<file path="config.mk">
export PLATFORM = sky130hd
export DESIGN_NAME = control_unit
export DESIGN_NICKNAME = d
export VERILOG_FILES = /design/src/rtl/control_unit_pkg.sv /design/src/rtl/control_unit_mem_wait_ctr.sv /design/src/rtl/control_unit.sv
export SDC_FILE = /design/constraint.sdc
export NUM_CORES = 1
export LEC_CHECK = 0
export CAP_MARGIN = 20
export CORE_MARGIN = 2
export CORE_UTILIZATION = 35
export DETAILED_ROUTE_END_ITERATION = 6
export PLACE_DENSITY_LB_ADDON = 0.25
export SYNTH_ARGS = -nofsm -noshare
export SYNTH_HDL_FRONTEND = slang
export SYNTH_SLANG_ARGS = --single-unit
</file>
<file path="constraint.sdc">
create_clock -name clock -period 1.9 [get_ports clock]
set_input_delay 0.38 -clock clock [delete_from_list [all_inputs] [get_ports clock]]
set_output_delay 0.38 -clock clock [all_outputs]
set_load 0.02 [all_outputs]
</file>
<file path="src/rtl/control_unit_pkg.sv">
// Shared definitions for the mini-CPU control sequencer: opcodes, FSM state
// encoding, instruction classes and the packed control word.
package cpu_defs;

  typedef logic [4:0] opcode_t;

  localparam opcode_t OP_LD   = 5'b00000;
  localparam opcode_t OP_LDI  = 5'b00001;
  localparam opcode_t OP_ST   = 5'b00010;
  localparam opcode_t OP_ADD  = 5'b00011;
  localparam opcode_t OP_ROL  = 5'b01011;
  localparam opcode_t OP_ADDI = 5'b01100;
  localparam opcode_t OP_ORI  = 5'b01110;
  localparam opcode_t OP_MUL  = 5'b01111;
  localparam opcode_t OP_DIV  = 5'b10000;
  localparam opcode_t OP_NEG  = 5'b10001;
  localparam opcode_t OP_NOT  = 5'b10010;
  localparam opcode_t OP_BR   = 5'b10011;
  localparam opcode_t OP_JR   = 5'b10100;
  localparam opcode_t OP_IN   = 5'b10110;
  localparam opcode_t OP_OUT  = 5'b10111;
  localparam opcode_t OP_MFHI = 5'b11000;
  localparam opcode_t OP_MFLO = 5'b11001;
  localparam opcode_t OP_NOP  = 5'b11010;
  localparam opcode_t OP_HALT = 5'b11011;

  localparam logic [3:0] S_RESET = 4'd0;
  localparam logic [3:0] S_T0    = 4'd1;
  localparam logic [3:0] S_T1    = 4'd2;
  localparam logic [3:0] S_T2    = 4'd3;
  localparam logic [3:0] S_T3    = 4'd4;
  localparam logic [3:0] S_T4    = 4'd5;
  localparam logic [3:0] S_T5    = 4'd6;
  localparam logic [3:0] S_T6    = 4'd7;
  localparam logic [3:0] S_T7    = 4'd8;
  localparam logic [3:0] S_HALT  = 4'd9;
  localparam logic [3:0] S_ILL   = 4'd10;

  typedef enum logic [2:0] {
    CLS_ALU, CLS_IMM, CLS_MEM, CLS_MULDIV, CLS_UNARY, CLS_BR, CLS_1CYC, CLS_ILL
  } cls_e;

  typedef struct packed {
    logic ir_load, read, write;
    logic gra, grb, grc, rin, rout, ba_out;
    logic hi_out, lo_out, zhigh_out, zlow_out, pc_out, mdr_out, inport_out, ram_out, c_out;
    logic hi_in, lo_in, zhigh_in, zlow_in, pc_in, mdr_in, outport_in, y_in, mar_in, inc_pc;
    logic run, illegal_op;
  } ctrl_t;

  // nop and halt are grouped with the single-cycle class; the sequencer
  // intercepts them by opcode before T3.
  function automatic cls_e classify(input opcode_t op);
    cls_e cls;
    case (op) inside
      OP_LD, OP_LDI, OP_ST:                    cls = CLS_MEM;
      [OP_ADD:OP_ROL]:                         cls = CLS_ALU;
      [OP_ADDI:OP_ORI]:                        cls = CLS_IMM;
      OP_MUL, OP_DIV:                          cls = CLS_MULDIV;
      OP_NEG, OP_NOT:                          cls = CLS_UNARY;
      OP_BR:                                   cls = CLS_BR;
      OP_JR, OP_IN, OP_OUT, OP_MFHI, OP_MFLO,
      OP_NOP, OP_HALT:                         cls = CLS_1CYC;
      default:                                 cls = CLS_ILL;
    endcase
    return cls;
  endfunction

endpackage

</file>
<file path="src/rtl/control_unit_mem_wait_ctr.sv">
// Loadable 3-bit down-counter that stretches memory reads; done flags zero.
module mem_wait_ctr (
  input  logic       clk,
  input  logic       rst_n,
  input  logic       load,
  input  logic       dec,
  input  logic [2:0] value,
  output logic [2:0] count,
  output logic       done
);

  // NOTE: sequential state uses non-blocking assignments so every flop
  // samples its inputs from before the edge.
  always_ff @(posedge clk or negedge rst_n) begin
    if (!rst_n)
      count <= 3'd0;
    else if (load)
      count <= value;
    else if (dec && count != 3'd0)
      count <= count - 3'd1;
  end

  assign done = (count == 3'd0);

endmodule

</file>
<file path="src/rtl/control_unit.sv">
// Multi-cycle Moore sequencer driving every control input of the mini-CPU
// data path; outputs decode only from registered state.
module control_unit
  import cpu_defs::*;
#(
  parameter int MEM_WAIT = 1,
  parameter int OPC_W    = 5
) (
  input  logic        clock,
  input  logic        clear,
  input  logic [31:0] irOut,
  input  logic        branchCompare,
  input  logic        stop,
  output logic        ir_load,
  output logic        Read,
  output logic        Write,
  output logic        Gra,
  output logic        Grb,
  output logic        Grc,
  output logic        Rin,
  output logic        Rout,
  output logic        BAOut,
  output logic        HIout,
  output logic        LOout,
  output logic        Zhighout,
  output logic        Zlowout,
  output logic        PCout,
  output logic        MDRout,
  output logic        InPortout,
  output logic        RAMout,
  output logic        Cout,
  output logic        HIin,
  output logic        LOin,
  output logic        Zhighin,
  output logic        Zlowin,
  output logic        PCin,
  output logic        MDRin,
  output logic        OutPortin,
  output logic        Yin,
  output logic        MARin,
  output logic        IncPC,
  output logic        run,
  output logic        illegal_op
);

  localparam logic [2:0] WAIT_LD = 3'(MEM_WAIT);

  logic [3:0] state, nxt;
  opcode_t    opc_q, ir_opc;
  cls_e       cls_q, ir_cls;
  logic       br_flag;
  logic       ctr_load, ctr_dec, wait_done;
  logic [2:0] wait_count;
  logic       is_ld;
  logic       unused_ir;
  ctrl_t      c;

  assign ir_opc    = opcode_t'(irOut[31 -: OPC_W]);
  assign ir_cls    = classify(ir_opc);
  assign unused_ir = ^irOut[31-OPC_W:0];
  assign is_ld     = (cls_q == CLS_MEM) && (opc_q == OP_LD);

  assign ctr_load = (state == S_T0) || (state == S_T5 && is_ld);
  assign ctr_dec  = (state == S_T1) || (state == S_T6 && is_ld);

  mem_wait_ctr u_wait (
    .clk   (clock),
    .rst_n (clear),
    .load  (ctr_load),
    .dec   (ctr_dec),
    .value (WAIT_LD),
    .count (wait_count),
    .done  (wait_done)
  );

  always_comb begin
    nxt = state;
    case (state)
      S_RESET: nxt = S_T0;
      S_T0:    nxt = S_T1;
      S_T1:    nxt = wait_done ? S_T2 : S_T1;
      S_T2: begin
        if (ir_opc == OP_NOP)        nxt = S_T0;
        else if (ir_opc == OP_HALT)  nxt = S_HALT;
        else if (ir_cls == CLS_ILL)  nxt = S_ILL;
        else                         nxt = S_T3;
      end
      S_T3:    nxt = (cls_q == CLS_1CYC) ? S_T0 : S_T4;
      S_T4:    nxt = (cls_q == CLS_UNARY) ? S_T0 : S_T5;
      S_T5: begin
        if (cls_q == CLS_ALU || cls_q == CLS_IMM)          nxt = S_T0;
        else if (cls_q == CLS_MEM && opc_q == OP_LDI)      nxt = S_T0;
        else                                               nxt = S_T6;
      end
      S_T6:    nxt = (is_ld) ? (wait_done ? S_T7 : S_T6) : S_T0;
      S_T7:    nxt = S_T0;
      S_ILL:   nxt = S_HALT;
      default: nxt = S_HALT;
    endcase
    // stop only takes effect between instructions
    if (nxt == S_T0 && stop)
      nxt = S_HALT;
  end

  always_ff @(posedge clock or negedge clear) begin
    if (!clear) begin
      state   <= S_RESET;
      opc_q   <= OP_LD;
      cls_q   <= CLS_ILL;
      br_flag <= 1'b0;
    end else begin
      state <= nxt;
      if (state == S_T2) begin
        opc_q <= ir_opc;
        cls_q <= ir_cls;
      end
      if (state == S_T3 && cls_q == CLS_BR)
        br_flag <= branchCompare;
    end
  end

  always_comb begin
    c = '0;  // NOTE: defaulting every field first keeps this block latch-free
    case (state)
      S_T0: begin c.pc_out = 1'b1; c.mar_in = 1'b1; c.inc_pc = 1'b1; c.zlow_in = 1'b1; end
      S_T1: begin
        c.zlow_out = 1'b1; c.read = 1'b1; c.mdr_in = 1'b1;
        c.pc_in    = (wait_count == WAIT_LD);
      end
      S_T2: begin c.mdr_out = 1'b1; c.ir_load = 1'b1; end
      S_T3: begin
        case (cls_q)
          CLS_ALU, CLS_IMM: begin c.grb = 1'b1; c.rout = 1'b1; c.y_in = 1'b1; end
          CLS_MEM:          begin c.grb = 1'b1; c.ba_out = 1'b1; c.y_in = 1'b1; end
          CLS_MULDIV:       begin c.gra = 1'b1; c.rout = 1'b1; c.y_in = 1'b1; end
          CLS_UNARY:        begin c.grb = 1'b1; c.rout = 1'b1; c.zlow_in = 1'b1; end
          CLS_BR:           begin c.gra = 1'b1; c.rout = 1'b1; end
          CLS_1CYC: begin
            case (opc_q)
              OP_JR:   begin c.gra = 1'b1; c.rout = 1'b1; c.pc_in = 1'b1; end
              OP_IN:   begin c.inport_out = 1'b1; c.gra = 1'b1; c.rin = 1'b1; end
              OP_OUT:  begin c.gra = 1'b1; c.rout = 1'b1; c.outport_in = 1'b1; end
              OP_MFHI: begin c.hi_out = 1'b1; c.gra = 1'b1; c.rin = 1'b1; end
              OP_MFLO: begin c.lo_out = 1'b1; c.gra = 1'b1; c.rin = 1'b1; end
              default: ;
            endcase
          end
          default: ;
        endcase
      end
      S_T4: begin
        case (cls_q)
          CLS_ALU:          begin c.grc = 1'b1; c.rout = 1'b1; c.zlow_in = 1'b1; end
          CLS_IMM, CLS_MEM: begin c.c_out = 1'b1; c.zlow_in = 1'b1; end
          CLS_MULDIV: begin
            c.grb = 1'b1; c.rout = 1'b1; c.zhigh_in = 1'b1; c.zlow_in = 1'b1;
          end
          CLS_UNARY:        begin c.zlow_out = 1'b1; c.gra = 1'b1; c.rin = 1'b1; end
          CLS_BR:           begin c.pc_out = 1'b1; c.y_in = 1'b1; end
          default: ;
        endcase
      end
      S_T5: begin
        case (cls_q)
          CLS_ALU, CLS_IMM: begin c.zlow_out = 1'b1; c.gra = 1'b1; c.rin = 1'b1; end
          CLS_MEM: begin
            c.zlow_out = 1'b1;
            if (opc_q == OP_LDI) begin c.gra = 1'b1; c.rin = 1'b1; end
            else                 c.mar_in = 1'b1;
          end
          CLS_MULDIV:       begin c.zlow_out = 1'b1; c.lo_in = 1'b1; end
          CLS_BR:           begin c.c_out = 1'b1; c.zlow_in = 1'b1; end
          default: ;
        endcase
      end
      S_T6: begin
        case (cls_q)
          CLS_MEM: begin
            if (opc_q == OP_LD) begin c.read = 1'b1; c.mdr_in = 1'b1; end
            else begin c.gra = 1'b1; c.rout = 1'b1; c.write = 1'b1; end
          end
          CLS_MULDIV: begin c.zhigh_out = 1'b1; c.hi_in = 1'b1; end
          CLS_BR:     begin c.zlow_out = br_flag; c.pc_in = br_flag; end
          default: ;
        endcase
      end
      S_T7:  begin c.mdr_out = 1'b1; c.gra = 1'b1; c.rin = 1'b1; end
      S_ILL: c.illegal_op = 1'b1;
      default: ;
    endcase
    c.run = (state != S_RESET) && (state != S_HALT);
  end

  assign ir_load    = c.ir_load;
  assign Read       = c.read;
  assign Write      = c.write;
  assign Gra        = c.gra;
  assign Grb        = c.grb;
  assign Grc        = c.grc;
  assign Rin        = c.rin;
  assign Rout       = c.rout;
  assign BAOut      = c.ba_out;
  assign HIout      = c.hi_out;
  assign LOout      = c.lo_out;
  assign Zhighout   = c.zhigh_out;
  assign Zlowout    = c.zlow_out;
  assign PCout      = c.pc_out;
  assign MDRout     = c.mdr_out;
  assign InPortout  = c.inport_out;
  assign RAMout     = c.ram_out;
  assign Cout       = c.c_out;
  assign HIin       = c.hi_in;
  assign LOin       = c.lo_in;
  assign Zhighin    = c.zhigh_in;
  assign Zlowin     = c.zlow_in;
  assign PCin       = c.pc_in;
  assign MDRin      = c.mdr_in;
  assign OutPortin  = c.outport_in;
  assign Yin        = c.y_in;
  assign MARin      = c.mar_in;
  assign IncPC      = c.inc_pc;
  assign run        = c.run;
  assign illegal_op = c.illegal_op;

endmodule

</file>
==> results of run 1 <==
==> area by class of cell <==
class | instances | area (sq um)
multi-input combinational | 159 | 1320
fill | 306 | 1310
timing repair buffer | 133 | 1160
sequential | 16 | 408
tap | 52 | 65.1
clock buffer | 4 | 45.0
inverter | 10 | 37.5
==> kinds of logic after synthesis <==
kind of cell | after synthesis | share of synthesized area [%]
AO/OA/AOI/OAI | 48 | 21.0
XOR/XNOR | 3 | 1.67
multiplexers | 6 | 4.29
other | 1 | 0.238
adder cells (fa/ha/maj) | 3 | 2.38
buffers and inverters | 29 | 9.06
AND/OR/NAND/NOR | 98 | 35.7
flip-flops | 16 | 25.7
==> metrics by stage <==
step / instance area, sq um / hold slack, ps / instances
CTS: 2770 / 456 / 365
global placement: 2490 / 490 / 347
floorplan: 1620 / 84.4 / 204
detailed placement: 2490 / 496 / 347
finish: 3040 / 444 / 374
global route: 3040 / 476 / 374
==> worst paths after layout <==
check | from | cells after the start | endpoint
max in group asynchronous | clear | 2 | cls_q[2]
min | clear | 2 | state[2]
max reg2reg | cls_q[0] | 9 | state[3]
min in group clock | u_wait.count[0] | 1 | u_wait.count[0]
max | cls_q[1] | 7 | Gra
min reg2reg | u_wait.count[0] | 1 | u_wait.count[0]
==> cells in the mapped netlist (2+ instances only) <==
cell,count,area [sq um]
buf_1,2,7.51
nand3b_1,2,15.0
nor3_2,2,20.0
nand4_1,3,18.8
buf_2,6,30.0
a22oi_1,2,15.0
nand4b_1,3,26.3
nor3b_2,2,25.0
nor3_1,8,40.0
a31oi_1,2,12.5
xnor2_1,2,17.5
dfrtp_1,13,325
nand2_1,21,78.8
o32ai_1,2,17.5
a41oi_1,3,26.3
nor2_1,25,93.8
nand3_1,7,35.0
inv_1,10,37.5
ha_1,3,37.5
nor2b_1,4,25.0
o22ai_1,3,18.8
a21oi_1,10,50.1
mux2_2,4,45.0
buf_4,3,22.5
o21ai_0,8,40.0
mux2_1,2,22.5
clkbuf_1,6,22.5
buf_6,2,22.5
dfstp_2,3,78.8
nand2b_1,4,25.0
a211oi_1,3,22.5
==> worst reg2reg max path, stage by stage, from the launching register on <==
cell and delay, ps:
dfstp_2 540, buf_6 130, buf_12 120, nor3b_4 50
buf_4 140, buf_4 130, nand2_1 70, o22ai_1 70
or4_4 480, a41o_1 230
==> layer usage <==
layer	global-route usage (%)	vias up
met5	0	-
met4	7.97	0
met3	1.85	27
met2	40.1	94
met1	28.6	1025
li1	-	970
==> flip-flops by register name, summed over array words and instances (netlist names) <==
register / count
br_flag: 1
u_wait.count: 3
opc_q: 5
cls_q: 3
state: 4
==> power by group <==
group | switching (mW) | internal (mW)
registers | 0.00136 | 0.342
clock network | 0.114 | 0.149
logic | 0.0337 | 0.0398
total | 0.149 | 0.530
==> timing repair <==
action / 4_1_cts / 5_1_grt
hold buffers: 0 / 0
endpoints found under the setup margin: 30 / 33
cloned: 0 / 0
pin swaps: 14 / 19
buffers inserted: 20 / 14
resized for setup: 186 / 56
hold endpoints to repair: 0 / 0
==> flow_metrics.tcl, run 1 <==
set metrics [dict create \
    status "finished, violations left" \
    failed_checks "setup timing" \
    place_ws_ps -579 \
    syn_area_sq_um 1570 \
    grt_pass1_wl_um 9200 \
    insertion_delay_ps 250 \
    gp_congestion 0.911 \
    numPortBuffers 37 \
    path_cells "nor3b_4, nand4_1, a21oi_2, buf_4, a211oi_2, o32ai_2, buf_4" \
    worst_path_most_repeated_cell "buf_4" \
    grt_start_max_net_pins 17 \
    start_util_pct 36.1 \
    setup_ws_ps -467 \
    syn_inst 204 \
    drt-vias-per-instance 5.66 \
    setup_tns_ps -4430 \
    grt_pass1_vias 1913 \
    grt_usage_pct 22.6 \
    cts_buffer_depth 2 \
    dieArea_sq_um 5050 \
    drc_errors 0 \
    maxCapViolations 0 \
    synth-seq-cells 16 \
    grt_overflow_total 0 \
    final_cell_mix "85 x buf_4, 35 x buf_6, 16 x nor2_1" \
    ys_dominant_reg_cell "dfrtp_1" \
    cpMaxStageDelayCell "dfstp_2" \
    syn_nets 243 \
    cp.required_ps 1520 \
    drt-total-wl_um 6820 \
    finalMaxSlewViolations 0 \
    cp_num_buf_inv 2 \
    drt-pass1-iter-count 4 \
    yosys_warnings 0 \
    critPathKind "reg2out" \
    wire_per_inst_um 18.2 \
    r2r_slack_ps -180 \
    worstPathArrival_ps 1990 \
    routed-wl-met3_um 364 \
    clk_pin_slew_ps 60 \
    setup_viol 27 \
    final_common_cell "buf_4" \
    hold_violations 0 \
    cts_tree "built" \
    total_power_mw 0.680 \
    htreeDepth 1 \
    highest_layer "met4" \
    io_pins 66 \
    fin_skew_ps 6.11 \
    die_h_um 71.1 \
    p_per_area_nw_per_um2 224 \
    synth_edf_count 0 \
    ir_drop_mv 0.345 \
    critPathTopFamily "flip-flops" \
    cts_buffers 3 \
    rsz0062_at_grt "true" \
    antenna_found_initial 0 \
    power_leakage_nw 1.47 \
    fin_util_pct 69.8 \
    area_growth_pct 93.2 \
    drtIter0Drc 127 \
    clock-root-buffer "clkbuf_8" \
    drive_gt1_share_pct 61.8 \
    n_antenna_cell 0 \
    cpPeakStageDelay_ps 550 \
    cp-end-kind "output port" \
    place_hpwl_um 4100 \
    synth.avg_cell_area_sq_um 7.72 \
    cp_max_fo 4 \
    hold_class "in2async" \
    timing.final.crit_period_ps 2370 \
    row_count 24 \
    critPathLaunchType "flip-flop" \
    fmax_mhz 422 \
    ys_seq_area_share_pct 25.7 \
    yosysUniqueCellTypes 65 \
    vias 2116 \
    wl_met1_um 2630 \
    ant_nets 0 \
    synth_async_sr_flop_share_pct 100 \
    coreArea_sq_um 4350 \
    period_share_pct 125 \
    fp.dieW_um 71.1 \
    clock_sinks 16 \
    dr_wl_met2_um 3550 \
    num-nets-final 362 \
]
Power figures use the tool's default switching activity.
==> run 2: changes to the inputs <==
--- a/config.mk
+++ b/config.mk
@@ -7,8 +7,9 @@
 export LEC_CHECK = 0
 export CAP_MARGIN = 20
 export CORE_MARGIN = 2
-export CORE_UTILIZATION = 35
+export CORE_UTILIZATION = 43
 export DETAILED_ROUTE_END_ITERATION = 6
+export GPL_ROUTABILITY_DRIVEN = 0
 export PLACE_DENSITY_LB_ADDON = 0.25
 export SYNTH_ARGS = -nofsm -noshare
 export SYNTH_HDL_FRONTEND = slang
==> constraint.sdc (replaced) <==
create_clock -name clock -period 2.25 [get_ports clock]
set_input_delay 0.45 -clock clock [delete_from_list [all_inputs] [get_ports clock]]
set_output_delay 0.45 -clock clock [all_outputs]
set_load 0.02 [all_outputs]
==> run 2 against run 1 <==
The run still ends with setup timing left. Global-route usage grew 2.5 points. Power shrank 20%. Combinational power shrank 27%. Sequential share of layout area grew 2.9 points. Clock skew grew 4.0 ps. Clock-buffer cell count is the same. Via count shrank 13%. Final cell count shrank 9.4%. Routed wire length shrank 27%. Sequential power shrank 16%. Critical path type unchanged. Critical endpoint unchanged. Highest routed layer unchanged.
==> flow_metrics.tcl, run 2 (same netlist as run 1, synthesis figures left out) <==
set metrics [dict create \
    status "finished, violations left" \
    failed_checks "setup timing" \
    crit_cells 6 \
    stdcell_count 339 \
    rsz0062_at_grt "true" \
    io_pins 66 \
    grt_overflow_total 0 \
    critPathKind "reg2out" \
    grt_pass1_wl_um 8260 \
    coreArea_sq_um 3420 \
    grt_pass1_vias 1774 \
    finalMaxSlewViolations 0 \
    fin_skew_ps 10.1 \
    fp.dieW_um 64.5 \
    drc_errors 0 \
    drt-pass1-iter-count 4 \
    power_leakage_nw 1.21 \
    clock-root-buffer "clkbuf_4" \
    final_common_cell "buf_4" \
    drt-vias-per-instance 5.42 \
    ff2ff_path_depth 7 \
    fin_area_sq_um 2480 \
    setup_ws_ps -240 \
    cp.required_ps 1800 \
    insertion_delay_ps 300 \
    cts_buffer_depth 2 \
    hold_class "in2async" \
    drt-total-wl_um 4980 \
    endpoint "Gra" \
    htreeDepth 1 \
    cts_buffers 3 \
    hold_violations 0 \
    largest_reg_flops 5 \
    drive_gt1_share_pct 47.4 \
    wire_per_inst_um 14.7 \
    area_growth_pct 57.6 \
    dp.cells 330 \
    final_cell_mix "72 x buf_4, 19 x nand2_1, 19 x nor2_1" \
    fmax_mhz 402 \
    cpPeakStageDelay_ps 390 \
    crit_start "opc_q[3]" \
    drtIter0Drc 121 \
    hold_slack_ps 461 \
    rr_startpoint "cls_q[1]" \
    ant_nets 0 \
    die_h_um 64.5 \
    place_hpwl_um 3720 \
    reg_top3 "opc_q (5), state (4)" \
    cts_tree "built" \
    period_share_pct 111 \
    ir_drop_mv 0.196 \
    critPathTopFamily "compound AO/OA/AOI/OAI gates" \
    num-nets-final 333 \
    grt_start_max_net_pins 17 \
    worstPathArrival_ps 2040 \
    setup_viol 6 \
    clock_sinks 16 \
    largest_register "opc_q" \
    critPathLaunchType "flip-flop" \
    n_antenna_cell 0 \
    p_per_area_nw_per_um2 218 \
    row_count 21 \
    vias 1836 \
    dieArea_sq_um 4160 \
    detailed_place.area_sq_um 2360 \
    r2r_end "state[3]" \
    numPortBuffers 37 \
    start_util_pct 46.1 \
    cp_num_buf_inv 1 \
    clk_pin_slew_ps 100 \
    cp-end-kind "output port" \
    antenna_found_initial 0 \
    cp_max_fo 2 \
    postCtsHoldBufs 0 \
    path_cells "or3_4, o31a_1, o31ai_2, a211oi_1, o32ai_1, buf_2" \
    r2r_slack_ps 140 \
    cpMaxStageDelayCell "dfrtp_1" \
    timing.final.crit_period_ps 2490 \
    maxCapViolations 0 \
    grt_usage_pct 25.0 \
]
run 2: cell count changes in the layout (fill, tap and decap cells not counted), sizes merged:
cell         before  now
buf             122   85
clkbuf            5    9
dlygate4sd2       0    4
run 2: layout make-up:
class	count	area, sq um
tap	46	57.6
clock buffer	4	36.3
multi-input combinational	159	1140
fill	278	936
timing repair buffer	104	805
inverter	10	37.5
sequential	16	405
run 2: how the worst min path moves through the flow:
stage                          from  cells after the start  slack, ps              end
finish                        clear                      2        460         state[3]
floorplan                     clear                      0        150          br_flag
detailed placement  u_wait.count[0]                      1        510  u_wait.count[0]
global placement    u_wait.count[0]                      1        490  u_wait.count[0]
global route                  clear                      2        460         opc_q[2]
CTS                           clear                      2        470         state[3]
run 2: repair_timing:
action,CTS,global route
buffers inserted,2,3
pin swaps,4,6
setup endpoints to repair,29,26
gates resized for setup,101,48
run 2: metal layers:
| layer | vias to the layer above | part of all wire (%) | GRT usage [%] |
|---|---|---|---|
| met5 | - | 0 | 0 |
| met3 | 6 | 4.5 | 3.30 |
| met4 | 0 | 1.2 | 7.71 |
| met1 | 865 | 46 | 33.8 |
| met2 | 51 | 48 | 41.5 |
| li1 | 914 | - | - |
run 2: report_power, final:
part,internal (mW),switching [mW]
registers,0.289,0.000720
clock network,0.0987,0.100
logic,0.0271,0.0265
total,0.414,0.127
run 2: metrics by stage:
step | utilization, % | setup TNS (ps) | power, mW | setup WS (ps)
finish | 72.6 | -610 | 0.542 | -240
floorplan | - | 0 | 0.317 | 3.25
global route | 72.6 | -1450 | 0.571 | -339
global placement | 69.2 | -1570 | 0.347 | -410
detailed placement | 69.2 | -1700 | 0.348 | -413
CTS | 70.7 | -550 | 0.546 | -209
